$ cat src/rtl/ctrl_pkg.sv
// Shared encodings for the RV64I multicycle control unit: FSM states, opcodes,
// datapath select codes and the branch funct3 values that are recognised.
package ctrl_pkg;

    typedef enum logic [3:0] {
        S_FETCH    = 4'd0,
        S_DECODE   = 4'd1,
        S_EXEC_R   = 4'd2,
        S_EXEC_I   = 4'd3,
        S_ALU_WB   = 4'd4,
        S_MEM_ADDR = 4'd5,
        S_MEM_RD   = 4'd6,
        S_LOAD_WB  = 4'd7,
        S_MEM_WR   = 4'd8,
        S_BRANCH   = 4'd9,
        S_JAL      = 4'd10,
        S_JALR     = 4'd11,
        S_LUI      = 4'd12,
        S_HALT     = 4'd13,
        S_TRAP     = 4'd14
    } state_t;

    localparam logic [6:0] OP_R      = 7'b0110011;
    localparam logic [6:0] OP_I      = 7'b0010011;
    localparam logic [6:0] OP_LOAD   = 7'b0000011;
    localparam logic [6:0] OP_STORE  = 7'b0100011;
    localparam logic [6:0] OP_BRANCH = 7'b1100011;
    localparam logic [6:0] OP_JAL    = 7'b1101111;
    localparam logic [6:0] OP_JALR   = 7'b1100111;
    localparam logic [6:0] OP_LUI    = 7'b0110111;
    localparam logic [6:0] OP_SYSTEM = 7'b1110011;

    localparam logic [1:0] ALU_ADD    = 2'b00;
    localparam logic [1:0] ALU_SUB    = 2'b01;
    localparam logic [1:0] ALU_RFUNCT = 2'b10;
    localparam logic [1:0] ALU_IFUNCT = 2'b11;

    localparam logic [1:0] SRC_A_PC    = 2'b00;
    localparam logic [1:0] SRC_A_RS1   = 2'b01;
    localparam logic [1:0] SRC_A_OLDPC = 2'b10;

    localparam logic [1:0] SRC_B_RS2  = 2'b00;
    localparam logic [1:0] SRC_B_FOUR = 2'b01;
    localparam logic [1:0] SRC_B_IMM  = 2'b10;

    localparam logic [1:0] WB_ALUOUT = 2'b00;
    localparam logic [1:0] WB_MDR    = 2'b01;
    localparam logic [1:0] WB_PC     = 2'b10;
    localparam logic [1:0] WB_IMM    = 2'b11;

    localparam logic [1:0] PC_ALU       = 2'b00;
    localparam logic [1:0] PC_ALUOUT    = 2'b01;
    localparam logic [1:0] PC_ALU_ALIGN = 2'b10;

    localparam logic [2:0] F3_BEQ  = 3'b000;
    localparam logic [2:0] F3_BNE  = 3'b001;
    localparam logic [2:0] F3_JALR = 3'b000;

    // States that own the shared memory port and are subject to the wait limit.
    function automatic logic is_mem_state(input state_t s);
        return (s == S_FETCH) || (s == S_MEM_RD) || (s == S_MEM_WR);
    endfunction

endpackage

$ cat src/rtl/ctrl_decode.sv
// Opcode/funct3 dispatch table used by the DECODE state; unknown encodings
// raise illegal and point at TRAP.
module ctrl_decode
    import ctrl_pkg::*;
(
    input  logic [6:0] opcode,
    input  logic [2:0] funct3,
    output state_t     dispatch,
    output logic       illegal
);

    always_comb begin
        dispatch = S_TRAP;
        illegal  = 1'b0;
        case (opcode)
            OP_R:             dispatch = S_EXEC_R;
            OP_I:             dispatch = S_EXEC_I;
            OP_LOAD, OP_STORE: dispatch = S_MEM_ADDR;
            OP_BRANCH:        dispatch = S_BRANCH;
            OP_JAL:           dispatch = S_JAL;
            OP_JALR: begin
                if (funct3 == F3_JALR) begin
                    dispatch = S_JALR;
                end else begin
                    illegal = 1'b1;
                end
            end
            OP_LUI:           dispatch = S_LUI;
            OP_SYSTEM:        dispatch = S_HALT;
            default:          illegal  = 1'b1;
        endcase
    end

endmodule

$ cat src/rtl/multicycle_control_unit.sv
// Multicycle RV64I sequencer: one state per datapath step, memory wait/timeout
// handling, retired-instruction counter and sticky halt/trap states.
module multicycle_control_unit
    import ctrl_pkg::*;
#(
    parameter int WAIT_LIMIT = 16,
    parameter int CNT_W      = 32
) (
    input  logic             clk,
    input  logic             reset,
    input  logic [31:0]      instr,
    input  logic             alu_zero,
    input  logic             mem_ready,
    output logic             pc_write,
    output logic             ir_write,
    output logic             mem_read,
    output logic             mem_write,
    output logic             reg_write,
    output logic [1:0]       alu_src_a,
    output logic [1:0]       alu_src_b,
    output logic [1:0]       alu_op,
    output logic [1:0]       mem_to_reg,
    output logic [1:0]       pc_src,
    output logic             halted,
    output logic             trap,
    output logic [CNT_W-1:0] instret,
    output logic [3:0]       state_dbg
);

    localparam int WAIT_W = $clog2(WAIT_LIMIT + 1);
    localparam logic [WAIT_W-1:0] WAIT_LAST = WAIT_W'(WAIT_LIMIT - 1);

    state_t             state_reg, state_next, dispatch;
    logic               illegal;
    logic [WAIT_W-1:0]  wait_cnt_reg, wait_cnt_next;
    logic [CNT_W-1:0]   instret_reg, instret_next;
    logic               retire, wait_expired, branch_taken;
    logic [2:0]         funct3;

    logic               pc_write_int, ir_write_int, mem_read_int, mem_write_int;
    logic               reg_write_int, halted_int, trap_int;
    logic [1:0]         alu_src_a_int, alu_src_b_int, alu_op_int, mem_to_reg_int, pc_src_int;

    logic               unused_instr_bits;
    assign unused_instr_bits = ^{instr[31:15], instr[11:7]};

    assign funct3 = instr[14:12];

    ctrl_decode u_decode (
        .opcode   (instr[6:0]),
        .funct3   (funct3),
        .dispatch (dispatch),
        .illegal  (illegal)
    );

    // Expiry fires on the last allowed wait cycle; mem_ready in that cycle still completes.
    assign wait_expired = is_mem_state(state_reg) && !mem_ready && (wait_cnt_reg == WAIT_LAST);
    assign branch_taken = ((funct3 == F3_BEQ) && alu_zero) || ((funct3 == F3_BNE) && !alu_zero);

    always_comb begin
        state_next     = state_reg;
        retire         = 1'b0;
        pc_write_int   = 1'b0;
        ir_write_int   = 1'b0;
        mem_read_int   = 1'b0;
        mem_write_int  = 1'b0;
        reg_write_int  = 1'b0;
        halted_int     = 1'b0;
        trap_int       = 1'b0;
        alu_src_a_int  = SRC_A_PC;
        alu_src_b_int  = SRC_B_RS2;
        alu_op_int     = ALU_ADD;
        mem_to_reg_int = WB_ALUOUT;
        pc_src_int     = PC_ALU;
        case (state_reg)
            S_FETCH: begin
                mem_read_int  = 1'b1;
                alu_src_b_int = SRC_B_FOUR;
                if (mem_ready) begin
                    ir_write_int = 1'b1;
                    pc_write_int = 1'b1;
                    state_next   = S_DECODE;
                end else if (wait_expired) begin
                    state_next = S_TRAP;
                end
            end
            S_DECODE: begin
                alu_src_a_int = SRC_A_OLDPC;
                alu_src_b_int = SRC_B_IMM;
                state_next    = illegal ? S_TRAP : dispatch;
                retire        = !illegal && (dispatch == S_HALT);
            end
            S_EXEC_R: begin
                alu_src_a_int = SRC_A_RS1;
                alu_op_int    = ALU_RFUNCT;
                state_next    = S_ALU_WB;
            end
            S_EXEC_I: begin
                alu_src_a_int = SRC_A_RS1;
                alu_src_b_int = SRC_B_IMM;
                alu_op_int    = ALU_IFUNCT;
                state_next    = S_ALU_WB;
            end
            S_ALU_WB: begin
                reg_write_int = 1'b1;
                state_next    = S_FETCH;
                retire        = 1'b1;
            end
            S_MEM_ADDR: begin
                alu_src_a_int = SRC_A_RS1;
                alu_src_b_int = SRC_B_IMM;
                // Opcode bit 5 separates store (0100011) from load (0000011).
                state_next    = instr[5] ? S_MEM_WR : S_MEM_RD;
            end
            S_MEM_RD: begin
                mem_read_int = 1'b1;
                if (mem_ready) begin
                    state_next = S_LOAD_WB;
                end else if (wait_expired) begin
                    state_next = S_TRAP;
                end
            end
            S_LOAD_WB: begin
                reg_write_int  = 1'b1;
                mem_to_reg_int = WB_MDR;
                state_next     = S_FETCH;
                retire         = 1'b1;
            end
            S_MEM_WR: begin
                mem_write_int = 1'b1;
                if (mem_ready) begin
                    state_next = S_FETCH;
                    retire     = 1'b1;
                end else if (wait_expired) begin
                    state_next = S_TRAP;
                end
            end
            S_BRANCH: begin
                alu_src_a_int = SRC_A_RS1;
                alu_op_int    = ALU_SUB;
                pc_src_int    = PC_ALUOUT;
                pc_write_int  = branch_taken;
                state_next    = S_FETCH;
                retire        = 1'b1;
            end
            S_JAL: begin
                reg_write_int  = 1'b1;
                mem_to_reg_int = WB_PC;
                pc_write_int   = 1'b1;
                pc_src_int     = PC_ALUOUT;
                state_next     = S_FETCH;
                retire         = 1'b1;
            end
            S_JALR: begin
                alu_src_a_int  = SRC_A_RS1;
                alu_src_b_int  = SRC_B_IMM;
                reg_write_int  = 1'b1;
                mem_to_reg_int = WB_PC;
                pc_write_int   = 1'b1;
                pc_src_int     = PC_ALU_ALIGN;
                state_next     = S_FETCH;
                retire         = 1'b1;
            end
            S_LUI: begin
                reg_write_int  = 1'b1;
                mem_to_reg_int = WB_IMM;
                state_next     = S_FETCH;
                retire         = 1'b1;
            end
            S_HALT:  halted_int = 1'b1;
            S_TRAP:  trap_int   = 1'b1;
            default: state_next = S_TRAP;
        endcase
    end

    always_comb begin
        wait_cnt_next = wait_cnt_reg;
        if (state_next != state_reg) begin
            wait_cnt_next = '0;
        end else if (is_mem_state(state_reg) && !mem_ready) begin
            wait_cnt_next = wait_cnt_reg + WAIT_W'(1);
        end
        instret_next = retire ? instret_reg + CNT_W'(1) : instret_reg;
    end

    always_ff @(posedge clk) begin
        if (reset) begin
            state_reg    <= S_FETCH;
            wait_cnt_reg <= '0;
            instret_reg  <= '0;
        end else begin
            state_reg    <= state_next;
            wait_cnt_reg <= wait_cnt_next;
            instret_reg  <= instret_next;
        end
    end

    // Everything is forced quiet during reset so an aborted access never writes.
    assign pc_write   = pc_write_int  & ~reset;
    assign ir_write   = ir_write_int  & ~reset;
    assign mem_read   = mem_read_int  & ~reset;
    assign mem_write  = mem_write_int & ~reset;
    assign reg_write  = reg_write_int & ~reset;
    assign halted     = halted_int    & ~reset;
    assign trap       = trap_int      & ~reset;
    assign alu_src_a  = reset ? 2'b00 : alu_src_a_int;
    assign alu_src_b  = reset ? 2'b00 : alu_src_b_int;
    assign alu_op     = reset ? 2'b00 : alu_op_int;
    assign mem_to_reg = reset ? 2'b00 : mem_to_reg_int;
    assign pc_src     = reset ? 2'b00 : pc_src_int;
    assign instret    = reset ? '0 : instret_reg;
    assign state_dbg  = state_reg;

endmodule

$ cat config.mk
export PLATFORM = sky130hd
export DESIGN_NAME = multicycle_control_unit
export DESIGN_NICKNAME = d
export VERILOG_FILES = /design/src/rtl/ctrl_pkg.sv /design/src/rtl/ctrl_decode.sv /design/src/rtl/multicycle_control_unit.sv
export SDC_FILE = /design/constraint.sdc
export NUM_CORES = 1
export LEC_CHECK = 0
export ABC_AREA = 1
export CAP_MARGIN = 20
export CORE_ASPECT_RATIO = 0.5
export CORE_MARGIN = 2
export CORE_UTILIZATION = 40
export DETAILED_ROUTE_END_ITERATION = 6
export GPL_TIMING_DRIVEN = 0
export PLACE_DENSITY = 0.77
export SLEW_MARGIN = 10
export SYNTH_ARGS = -nofsm -noshare
export SYNTH_HDL_FRONTEND = slang
export SYNTH_SLANG_ARGS = --single-unit
$ cat constraint.sdc
create_clock -name clk -period 2.5 [get_ports clk]
set_clock_uncertainty 0.2 [all_clocks]
set_input_delay 0.5 -clock clk [delete_from_list [all_inputs] [get_ports clk]]
set_output_delay 0.5 -clock clk [all_outputs]
set_load 0.005 [all_outputs]
==> run metrics <==
worst setup path start=reset; maximum vdd drop=0.342 mV; Synth Flop Type=dfxtp_1; adder-cell area share of the yosys netlist=1.35%; number of global-route vias before repair=2904; # port buffers=66; CP peak stage delay=0.50 ns; TritonCTS Buffers=5; Die Wd=122 µm; # hold bufs at CTS=0; Worst-path clk slew=0.06 ns; CP Cell Sequence=dlygate4sd2_1 -> inv_2 -> clkbuf_8 -> nand2_1 -> inv_1 -> clkdlybuf4s50_1; critical path arrival=1.82 ns; hold path start=instret_reg[31]; DRC marker count from the first detailed-route iteration=204; Mean Syn Cell Area=5.89 µm²; Synth Instances=473; MaxCap Viol Count=0; GPL Wtd Cong=0.947; I/O pin count=89; Setup Crit Path Kind=input pin to output pin; CP Capture Type=output pin; slowest CP cell=clkdlybuf4s50_1; Seq/Total Area, Yosys=29.5%; Final Hold Viols=0; CP top delay family=buffers and inverters; latest clock arrival within the worst-skew pair=0.29 ns; All-Layer GR Usage=20.4%; violated checks=setup timing; share of cells above drive strength 1=11.6%; post-synthesis net count=512; unrepaired setup endpoints after global routing=true; first-pass GRT wire length=12800 µm; Vias=3204; ANT nets after route=0; top cells by area, synth=dfxtp_1, nor2_1, nand2_1; Synth Area in XOR/XNOR=1.89%; nets@finish=591; GR Overflow Total=0; Vias/cell=4.97; Die Area=0.00768 mm²; Distinct cells, synth=35; Compound-Gate Fraction of Synth Area=12.4%; initial core utilization=41.5%; setup TNS=-0.0193 ns; worst reg-to-reg path cell count=9; design area=0.00391 mm²; Fmax=397 MHz; dpl ws=-0.673 ns; largest family of logic cells by synthesized area=simple AND/OR/NAND/NOR gates; Post-synth ARST share=0%; # DRC=0; fin crit period=2.52 ns; post-synthesis to final-layout area growth=40.4%; PD cells=666 mW/mm²; Final HPWL DP=5790 µm; Post-synth EDFFs=0; Root Buffer=clkbuf_16; Levels on crit path=6; routed length per instance=12.3 µm; mux share of post-synthesis cell area=0.360%; reg2reg start=instret_reg[0]; Slew @ Worst Pin=0.576 ns; post-placement cell area=0.00356 mm²; clk sink count=41; Slew HR=61.6%; standard-cell rows=21; Worst Setup EP=alu_src_b[1]; Leak=1.80 nW; Finish-stage setup viols=1; Antenna Cells=0; Synth Register Bits=41; Synth top area share=29.5%; YS warnings=0; Final Worst Setup Slack=-0.0193 ns; run status=finished with violations; initial antenna violation count=0; pin count of the biggest net entering global routing=13; WL final=7940 µm; Mapped Area=0.00278 mm²; Slew Limit Fails=0; Critical Path Fanout Max=10; area leader, netlist=dfxtp_1; max reg flops=32; CP bufs+invs=5; H-tree levels=2; Die H=63.0 µm; TritonRoute pass-1 iters=5; clock buffer depth=2; HP Class=flip-flop to flip-flop; worst r2r dst=instret_reg[20]; ratio of final minimum period to clock period=101%; CP required=1.80 ns; crit start category=input pin; setup slack, reg-to-reg=0.34 ns; CTS tree=built; Synth Area in Simple Gates=42.1%; Core Area=0.00670 mm²
synthesized netlist by cell type, types with 3 or more instances:
cell type  number
nor2_2          3
nand3_1        27
xor2_1          3
nand2_2         6
buf_1           5
clkbuf_1        3
nand2_1        89
xnor2_1         3
a21oi_1        37
ha_1            3
inv_1          73
nor4_1          5
dfxtp_1        41
o21a_1          3
o21ai_0        19
inv_2           4
nand4_1        10
nor3_1         28
nor2_1         92
area by class of cell:
type / instances / area (µm²)
buffer: 11 / 108
tap: 92 / 115
sequential: 41 / 827
fill: 656 / 2790
clock inverter: 1 / 30.0
timing repair buffer: 72 / 722
clock buffer: 7 / 143
inverter: 77 / 289
multi-input combinational: 344 / 1670
layer usage:
layer  track usage (%)  share of wire, %  vias up
met5                 0                 0        -
met4              6.61               1.2        0
met3              3.38               6.3       12
met2              33.7                45       95
met1              27.2                47     1427
li1                  -                 -     1670
how the worst min path moves through the flow:
stage	endpoint	slack, ns	cells past startpoint
3_5_place_dp	instret_reg[31]	0.27	2
4_1_cts	instret_reg[31]	0.27	2
5_1_grt	instret_reg[31]	0.31	2
6_report	instret_reg[31]	0.27	2
3_3_place_gp	instret_reg[31]	0.25	2
2_1_floorplan	instret_reg[31]	0.24	2
what timing repair did:
action	in CTS	in global routing
endpoints found under the setup margin	48	33
hold endpoints to repair	0	0
pin swaps	1	0
resized for setup	44	30
buffers inserted	4	2
logic make-up after synthesis:
logic type	count (synthesis)
muxes	1
AOI/OAI and AO/OA	65
xor gates and xnor gates	6
DFF	41
adders and majority gates	3
buffers and inverters	88
and+or+nand+nor	269
report_power, final:
| group | switching [mW] | total, mW | internal [mW] | leakage (nW) |
|---|---|---|---|---|
| Combinational | 0.613 | 1.05 | 0.436 | 1.38 |
| Sequential | 0.0732 | 0.783 | 0.710 | 0.332 |
| Clock | 0.270 | 0.770 | 0.499 | 0.0841 |
| Total | 0.957 | 2.60 | 1.64 | 1.80 |
placed cells by master, fill, tap and decap left out, types with 3 or more instances in the layout:
cell	instances
dfxtp_1	38
inv_2	9
nor2_2	11
nand3_1	27
nor2_1	83
dlymetal6s2s_1	13
ha_1	3
clkdlybuf4s50_1	43
a21oi_1	36
buf_6	4
xnor2_1	3
clkbuf_16	5
o21ai_0	19
nor4_1	4
xor2_1	3
nand4_1	10
inv_1	68
o21a_1	3
buf_4	10
nor3_1	27
dlygate4sd2_1	9
nand2_1	85
nand2_2	9
worst reg2reg max path: stages (launching register included):
cell and delay [ns]:
dfxtp_1 0.41, ha_1 0.25, nand2_1 0.07, nor2_1 0.14
nand2_1 0.16, nor4_2 0.40, nand2_1 0.13, nor2_1 0.17
a21oi_1 0.08, nor2_1 0.10
through the flow:
step | power, mW | util [%] | hold WS (ns) | cells
after floorplan | 1.37 | - | 0.244 | 473
final | 2.60 | 58.3 | 0.275 | 645
after CTS | 2.55 | 57.1 | 0.275 | 643
after detailed placement | 1.72 | 53.1 | 0.266 | 631
after global placement | 1.71 | 53.1 | 0.253 | 631
after global routing | 2.76 | 58.3 | 0.305 | 645
No activity file was read; power rests on OpenSTA's default activity.
